### config.mk
export PLATFORM = sky130hd
export DESIGN_NAME = disp_scheduler
export DESIGN_NICKNAME = d
export VERILOG_FILES = /design/src/rtl/disp_pkg.sv /design/src/rtl/disp_scheduler_scan_tick_gen.sv /design/src/rtl/disp_scheduler.sv
export SDC_FILE = /design/constraint.sdc
export NUM_CORES = 1
export LEC_CHECK = 0
export BUFFER_PORTS_ARGS = -buffer_cell sky130_fd_sc_hd__buf_2
export CAP_MARGIN = 10
export CORE_AREA = 8 8 84 101
export CTS_CLUSTER_DIAMETER = 150
export DETAILED_ROUTE_END_ITERATION = 6
export DIE_AREA = 0 0 92 109
export MAX_ROUTING_LAYER = met4
export PLACE_DENSITY = 0.79
export SLEW_MARGIN = 20
export SYNTH_ARGS = -nofsm -noshare
export SYNTH_HDL_FRONTEND = slang
export SYNTH_SLANG_ARGS = --single-unit
### constraint.sdc
create_clock -name Sclk -period 2.4 [get_ports Sclk]
set_clock_uncertainty 0.15 [all_clocks]
set_input_delay 0.36 -clock Sclk [delete_from_list [all_inputs] [get_ports Sclk]]
set_output_delay 0.36 -clock Sclk [all_outputs]
set_load 0.005 [all_outputs]
### src/rtl/disp_pkg.sv
// Shared types and constants for the multiplexed 7-segment display scheduler.
package disp_pkg;

  localparam int unsigned NSRC = 4;
  localparam int unsigned DW   = 16;

  typedef enum logic {
    IDLE = 1'b0,
    SHOW = 1'b1
  } state_e;

  localparam logic [3:0] AN_D0 = 4'b1110;
  localparam logic [3:0] AN_D1 = 4'b1101;
  localparam logic [3:0] AN_D2 = 4'b1011;
  localparam logic [3:0] AN_D3 = 4'b0111;

  typedef struct packed {
    logic       hit;
    logic [1:0] idx;
  } pick_t;

  // Round-robin pick: first set request bit searching from rr+1 upward, mod 4.
  function automatic pick_t rr_pick(input logic [NSRC-1:0] req, input logic [1:0] rr);
    pick_t      p;
    logic [1:0] i;
    p = '0;
    // Descending offsets so the lowest offset (closest to rr+1) is written last.
    for (int off = NSRC; off >= 1; off--) begin
      i = rr + 2'(off);
      if (req[i]) begin
        p.hit = 1'b1;
        p.idx = i;
      end
    end
    return p;
  endfunction

endpackage

### src/rtl/disp_scheduler_scan_tick_gen.sv
// Digit-scan timing: slot divider, 0..3 digit counter and end-of-frame pulse.
module scan_tick_gen #(
  parameter int unsigned SCAN_DIV = 400000
) (
  input  logic       clk_i,
  input  logic       rst_i,
  output logic [1:0] digit_o,
  output logic       frame_done_o
);

  localparam int unsigned CW = $clog2(SCAN_DIV);

  logic [CW-1:0] cnt_q;
  logic [1:0]    digit_q;
  logic          fd_q;
  logic          tick;

  assign tick = (cnt_q == CW'(SCAN_DIV - 1));

  // frame_done is registered, so it is high in the first cycle of digit 0.
  always_ff @(posedge clk_i or posedge rst_i) begin
    if (rst_i) begin
      cnt_q   <= '0;
      digit_q <= '0;
      fd_q    <= 1'b0;
    end else begin
      cnt_q <= tick ? '0 : cnt_q + CW'(1);
      if (tick) digit_q <= digit_q + 2'd1;
      fd_q  <= tick && (digit_q == 2'd3);
    end
  end

  assign digit_o      = digit_q;
  assign frame_done_o = fd_q;

endmodule

### src/rtl/disp_scheduler.sv
// Round-robin sharing of a 4-digit 7-segment display between four 16-bit sources,
// with per-source minimum hold and frame-aligned value snapshots.
module disp_scheduler
  import disp_pkg::*;
#(
  parameter int unsigned SCAN_DIV    = 400000,
  parameter int unsigned HOLD_FRAMES = 8
) (
  input  logic                Sclk,
  input  logic                rst,
  input  logic [NSRC-1:0]     req,
  input  logic [NSRC*DW-1:0]  src_data,
  output logic [NSRC-1:0]     grant,
  output logic [DW-1:0]       disp_val,
  output logic [3:0]          nibble,
  output logic [1:0]          digit,
  output logic [3:0]          an_n,
  output logic                frame_done,
  output logic                busy
);

  localparam int unsigned HW = $clog2(HOLD_FRAMES) + 1;

  state_e          state_q;
  logic [NSRC-1:0] grant_q;
  logic [DW-1:0]   val_q;
  logic [1:0]      rr_q;
  logic [HW-1:0]   hold_q;
  logic            busy_q;

  pick_t           pick;
  logic            cur_req;
  logic            expire;
  logic [DW-1:0]   cur_data;
  logic [DW-1:0]   pick_data;

  scan_tick_gen #(
    .SCAN_DIV (SCAN_DIV)
  ) u_tick (
    .clk_i        (Sclk),
    .rst_i        (rst),
    .digit_o      (digit),
    .frame_done_o (frame_done)
  );

  // While in SHOW, rr_q always holds the granted source index.
  assign pick      = rr_pick(req, rr_q);
  assign cur_req   = req[rr_q];
  assign cur_data  = src_data[{rr_q, 4'b0000} +: DW];
  assign pick_data = src_data[{pick.idx, 4'b0000} +: DW];
  assign expire    = (hold_q == HW'(HOLD_FRAMES - 1)) || !cur_req;

  // Arbitration FSM and snapshot register; all decisions on frame boundaries only.
  always_ff @(posedge Sclk or posedge rst) begin
    if (rst) begin
      state_q <= IDLE;
      grant_q <= '0;
      val_q   <= '0;
      rr_q    <= 2'd3;
      hold_q  <= '0;
      busy_q  <= 1'b0;
    end else if (frame_done) begin
      case (state_q)
        IDLE: begin
          if (pick.hit) begin
            state_q <= SHOW;
            grant_q <= 4'b0001 << pick.idx;
            val_q   <= pick_data;
            rr_q    <= pick.idx;
            hold_q  <= '0;
            busy_q  <= 1'b1;
          end
        end
        SHOW: begin
          if (!expire) begin
            hold_q <= hold_q + HW'(1);
            val_q  <= cur_data;
          end else if (!pick.hit) begin
            state_q <= IDLE;
            grant_q <= '0;
            hold_q  <= '0;
            busy_q  <= 1'b0;
          end else begin
            grant_q <= 4'b0001 << pick.idx;
            val_q   <= pick_data;
            rr_q    <= pick.idx;
            hold_q  <= '0;
          end
        end
        default: begin
          state_q <= IDLE;
          grant_q <= '0;
          busy_q  <= 1'b0;
        end
      endcase
    end
  end

  // Digit mux toward the hex-to-segment decoder; digit 0 is the leftmost (MS nibble).
  always_comb begin
    nibble = val_q[15:12];
    an_n   = AN_D0;
    case (digit)
      2'd0: begin nibble = val_q[15:12]; an_n = AN_D0; end
      2'd1: begin nibble = val_q[11:8];  an_n = AN_D1; end
      2'd2: begin nibble = val_q[7:4];   an_n = AN_D2; end
      2'd3: begin nibble = val_q[3:0];   an_n = AN_D3; end
      default: begin nibble = val_q[15:12]; an_n = AN_D0; end
    endcase
  end

  assign grant    = grant_q;
  assign disp_val = val_q;
  assign busy     = busy_q;

endmodule

# Word-level counts from Yosys, hierarchy flattened

Cells that the tools add are included.

Bits in registers: 50
Output and inout port bits: 32
Word-level logic and storage cells: 74

Shifts and indexed selects: 3
Magnitude comparators: 4
Muxes and demuxes: 35
Eq/ne operators: 8
Bitwise operators: 1
$add $sub $neg: 6
Reduce and logical (&&, ||, !) cells: 8

Operator list:

| operator              | number |
|---|---|
| $shiftx 64x7->16      | 2 |
| $mux 16               | 2 |
| $pmux 16 s2           | 1 |
| $pmux 4 s4            | 2 |
| $mux 4                | 5 |
| $add 19x1->19 const B | 1 |
| $eq 19x19->1 const B  | 1 |
| $mux 19               | 1 |
| $pmux 4 s2            | 2 |
| $lt 2x3->1 const B    | 4 |
| $mux 3                | 4 |
| $mux 1                | 9 |
| $bmux 1 s2            | 4 |
| $add 2x1->2 const B   | 2 |
| $add 2x2->2 const B   | 2 |
| $add 4x1->4 const B   | 1 |
| $eq 2x2->1 const B    | 2 |
| $eq 4x3->1 const B    | 1 |
| $mux 2                | 2 |
| $ne 2x2->1 const B    | 2 |
| $pmux 1 s2            | 2 |
| $pmux 2 s2            | 1 |
| $reduce_and 2->1      | 2 |
| $reduce_and 4->1      | 1 |
| other kinds (9)       | 9 |

# Depth between registers and ports, before layout

Word-level depth: 10
Gate-level depth with buffers: 8
Mapped depth without buffers: 6

# Cells and area by module

A second synthesis with hierarchy kept.

Cells, all modules: 295
Area, all modules: 3560.9 µm²

Modules (own cells, without submodules):

| module         | instances | cells each | area an instance (µm²) | seq. area each (µm²) |
|---|---|---|---|---|
| disp_scheduler | 1         | 205        | 2509.9                 | 703.2 |
| scan_tick_gen  | 1         | 90         | 1051.0                 | 550.5 |

# Worst setup path before layout

OpenSTA, ideal clock, no wires.

Path type: register to register
From: register rr_q[1]
To: register val_q[6], in the netlist disp_val[6]
Path slack: 0.319 ns
Required time: 2.127 ns
Setup time: 0.123 ns
Arrival time: 1.808 ns
Buffers on the path: 2
Stages on the path, launching flop included: 6
Path through: dfstp_2 -> buf_6 -> buf_2 -> mux4_4 -> o22ai_1 -> a21oi_1

Cells in the longest elaborated chain, start to end: 10
Elaborated cells between the ends (all ways): 22
Those cells by class: add/sub: 3; shift: 2; mux: 15; reduce/logical: 2

Ends and longest elaborated chain:

| what                                                          | line                                                 | RTL |
|---|---|---|
| start, declared                                               | disp_scheduler.sv:27                                 | `logic [1:0] rr_q;` |
| start signal, assigned                                        | disp_scheduler.sv:69                                 | `rr_q <= pick.idx;` |
| start signal, assigned                                        | disp_scheduler.sv:86                                 | `rr_q <= pick.idx;` |
| $add 2x2->2 / $bmux 1 s2 (equally long branches)              | disp_pkg.sv:29, disp_pkg.sv:30, disp_scheduler.sv:48 |  |
| $bmux 1 s2 / $mux 1 (equally long branches)                   | disp_pkg.sv:30, disp_scheduler.sv:48                 |  |
| $mux 1 (implied by the code) / $mux 3 (equally long branches) | disp_pkg.sv:30                                       | `if (req[i]) begin` |
| $mux 3 (3 in series)                                          | disp_pkg.sv:30                                       |  |
| $shiftx 64x7->16                                              | disp_scheduler.sv:50                                 | `assign pick_data = src_data[{pick.idx, 4'b0000} +: DW];` |
| $mux 16                                                       | disp_scheduler.sv:65, disp_scheduler.sv:78           |  |
| $mux 16                                                       | disp_scheduler.sv:75                                 | `if (!expire) begin` |
| $pmux 16 s2 (*)                                               | disp_scheduler.sv:63                                 | `case (state_q)` |
| end signal, assigned                                          | disp_scheduler.sv:68                                 | `val_q <= pick_data;` |
| end signal, assigned                                          | disp_scheduler.sv:77                                 | `val_q <= cur_data;` |
| end signal, assigned                                          | disp_scheduler.sv:85                                 | `val_q <= pick_data;` |
| end, declared                                                 | disp_scheduler.sv:26                                 | `logic [DW-1:0] val_q;` |

Mark *: on every way between the ends. The rest lies on a longest branch, timed or not. The select of a mux whose other input is x is not followed.
A chain may end at the register's enable or synchronous reset.

# Worst setup path in the final report

From: register u_tick.digit_q[0], in the netlist u_tick.digit_o[0]
To: output port nibble[2]

Cells in the longest elaborated chain, start to end: 2
Elaborated cells between the ends (all ways): 5
Those cells by class: eq/ne: 3; mux: 1; reduce/logical: 1

Ends and longest elaborated chain:

| what                               | line                               | RTL |
|---|---|---|
| start, declared                    | disp_scheduler_scan_tick_gen.sv:14 | `logic [1:0] digit_q;` |
| start signal, assigned             | disp_scheduler_scan_tick_gen.sv:28 | `if (tick) digit_q <= digit_q + 2'd1;` |
| $eq 2x2->1 (tied with other cells) | disp_scheduler.sv:103              | `case (digit)` |
| $pmux 4 s4 (*)                     | disp_scheduler.sv:103              |  |
| end, declared                      | disp_scheduler.sv:15               | `output logic [3:0] nibble,` |

Mark *: on every way between the ends. The rest lies on a longest branch, timed or not.

==> results.sh <==
export IMPL_outcome="complete, no violations"
export IMPL_synth_mux_area_frac=0.264
export IMPL_yosysTopAreaCell="dfrtp_1"
export IMPL_clkTransAtPathRegs_ns=0.09
export IMPL_post_route_util=0.581
export IMPL_cp_end_kind="output port"
export IMPL_yosysTopAreaCellShare=0.349
export IMPL_slowest_delay_ns=0.41
export IMPL_routed_wl_microns=8840
export IMPL_finalSetupTns_ns=0
export IMPL_cts_root_buf="clkbuf_8"
export IMPL_routedWlPerCell_microns=17.5
export IMPL_grt_max_degree=41
export IMPL_drive_gt1_frac=0.392
export IMPL_crit_path_start_kind="register"
export IMPL_crit_family="compound AO/OA/AOI/OAI gates"
export IMPL_synth_edf_count=0
export IMPL_antenna_found_initial=1
export IMPL_syn2layout_area_growth_pct=17.8
export IMPL_dr_first_iter_drc_count=234
export IMPL_fmax_ghz=0.450
export IMPL_power_leakage_nw=1.89
export IMPL_synth_simple_gate_area_share=0.119
export IMPL_vias=2997
export IMPL_grt_pass1_wl_microns=14500
export IMPL_fin_nets=489
export IMPL_holdBufCountCts=0
export IMPL_seqPwrFrac=0.474
export IMPL_ant_nets=0
export IMPL_syn_num_nets=388
export IMPL_layout_common_cells="101 x buf_2, 48 x dfrtp_1, 32 x mux2i_1"
export IMPL_synth_adder_area_share=0.0254
export IMPL_gp_congestion=0.814
export IMPL_switchingPower_w=0.000557
export IMPL_powerDensity_mw_per_mm2=486
export IMPL_coreArea_sq_mm=0.00698
export IMPL_dp_hpwl_microns=6900
export IMPL_synth_async_reset_ratio=1.00
export IMPL_path_cells="inv_1 -> ha_1 -> a222oi_1 -> a21oi_1 -> buf_2"
export IMPL_clock_sinks=50
export IMPL_grt_usage=0.183
export IMPL_drtPass1Iterations=6
export IMPL_routed_via_density=5.95
export IMPL_rsz0062_at_grt="no"
export IMPL_port_buffers=101
export IMPL_fp_dieW_microns=92
export IMPL_num_rows=34
export IMPL_tightest_slew_ns=0.810
export IMPL_clockPowerShare=0.257
export IMPL_synth_top_family_by_area="multiplexers"
export IMPL_period_needed_ns=2.22
export IMPL_synth_ff_type="dfrtp_1"
export IMPL_cp_num_buf_inv=2
export IMPL_cts_tree="yes"
export IMPL_swShare=0.283
export IMPL_synthCells=311
export IMPL_cts_setup_buffers=0
export IMPL_setup_viol=0
export IMPL_die_h_microns=109
export IMPL_cts_max_level=2
export IMPL_cts_resized=0
export IMPL_period_share=0.926
export IMPL_die_area_sq_mm=0.0100
export IMPL_criticalPathCategory="register to output port"
export IMPL_synth_xor_area_frac=0.0356
export IMPL_numCtsBuffers=5
export IMPL_yosysWarningCount=0
export IMPL_finalHoldViolCount=0
export IMPL_synth_cell_types=50
export IMPL_clkLatencyLatePin_ns=0.31
export IMPL_p_int_w=0.00141
export IMPL_post_route_drc_count=0
export IMPL_slew_headroom=0.459
export IMPL_synth_area_per_cell_sq_um=11.1
export IMPL_synth_compound_area_frac=0.118
export IMPL_ys_ff_latch=50
export IMPL_syn_area_sq_mm=0.00344
export IMPL_min_path_type="input port to async pin"
export IMPL_worstPathRequired_ns=1.89
export IMPL_maxCapViolations=0
export IMPL_p_comb_frac=0.270
export IMPL_grt_pass1_vias=3122
export IMPL_crit_fanout=5
export IMPL_final_common_cell="buf_2"
export IMPL_critPathArrivalTime_ns=1.71
export IMPL_crit_slowest_cell="dfrtp_1"
export IMPL_grt_ovfl_total=0
export IMPL_clockBufferDepth=2
export IMPL_io_pins=102
export IMPL_ir_worst_vdd_mv=0.309
export IMPL_seq_area_frac_synth=0.364
export IMPL_maxSlewViolCount=0
export IMPL_yosys_top_cells_area="dfrtp_1 35%, mux2i_1 9.3%, mux4_4 6.5%"
export IMPL_floorplan_initialDensity=0.493
## final timing paths
check / from / to / slack [ns] / depth (start not counted)
max reg2reg: rr_q[1] / disp_val[11] / 0.22 / 5
min: rst / hold_q[2] / 0.05 / 2
max: u_tick.digit_o[0] / nibble[2] / 0.18 / 5
min reg2reg: grant[1] / grant[1] / 0.34 / 2
max in group asynchronous: rst / disp_val[15] / 1.44 / 3
min in group Sclk: grant[1] / grant[1] / 0.34 / 2
## layer usage
| layer | GRT usage | share of wire | vias up |
|---|---|---|---|
| li1 | - | - | 1375 |
| met1 | 0.212 | 0.40 | 1474 |
| met2 | 0.311 | 0.52 | 139 |
| met3 | 0.0324 | 0.066 | 9 |
| met4 | 0.0646 | 0.012 | 0 |
| met5 | - | 0 | - |
## cell type report
| class | instances | area [sq um] |
|---|---|---|
| fillers | 625 | 2920 |
| multi-input cells | 230 | 1950 |
| diodes | 1 | 2.50 |
| flip-flops and latches | 50 | 1250 |
| inverters | 14 | 52.6 |
| repair buffers | 111 | 593 |
| clock inverters | 1 | 5.00 |
| clock buffers | 7 | 86.3 |
| well taps | 90 | 113 |
## state kept, by name (all words and copies together), names as in the netlist
name	cells
u_tick.cnt_q	19
disp_val	16
grant	4
hold_q	4
rr_q	2
u_tick.digit_o	2
busy	1
state_q	1
u_tick.frame_done_o	1
## synthesized netlist by cell type (all sizes together) (4+ instances only)
cell / instances
buf: 13
nand2: 16
xnor2: 8
clkbuf: 4
mux4: 17
xor2: 6
mux2: 16
mux2i: 32
nand4: 6
o21ai: 14
nand3: 10
ha: 7
nand2b: 4
dfrtp: 48
inv: 13
o22ai: 16
a222oi: 4
a21oi: 24
nor2: 16
nor3: 4
or2: 4
## logic make-up after synthesis
group                      Yosys count
AOI/OAI and AO/OA                   66
buffers and inverters               31
muxes                               65
and+or+nand+nor                     78
DFF                                 50
adders and majority gates            7
xor gates and xnor gates            14
## through the flow
step | hold WS, ns | total power, W | worst slack (ns) | cells | area (sq um)
6_report | 0.0515 | 0.00197 | 0.178 | 504 | 4050
5_1_grt | 0.132 | 0.00206 | 0.0482 | 504 | 4050
4_1_cts | 0.0820 | 0.00198 | 0.118 | 503 | 4050
3_5_place_dp | 0.324 | 0.00148 | 0.119 | 495 | 3960
3_3_place_gp | 0.313 | 0.00146 | 0.237 | 495 | 3960
2_1_floorplan | 0.301 | 0.00132 | 0.319 | 311 | 3440
## power by group through the flow
stage                     combinational (W)  clock [W]  sequential, W
after CTS                          0.000535   0.000514       0.000931
after global routing               0.000578   0.000544       0.000937
after global placement             0.000517          0       0.000946
final                              0.000531   0.000506       0.000933
after floorplan                    0.000379          0       0.000937
after detailed placement           0.000533          0       0.000947
Power figures use the tool's default switching activity.
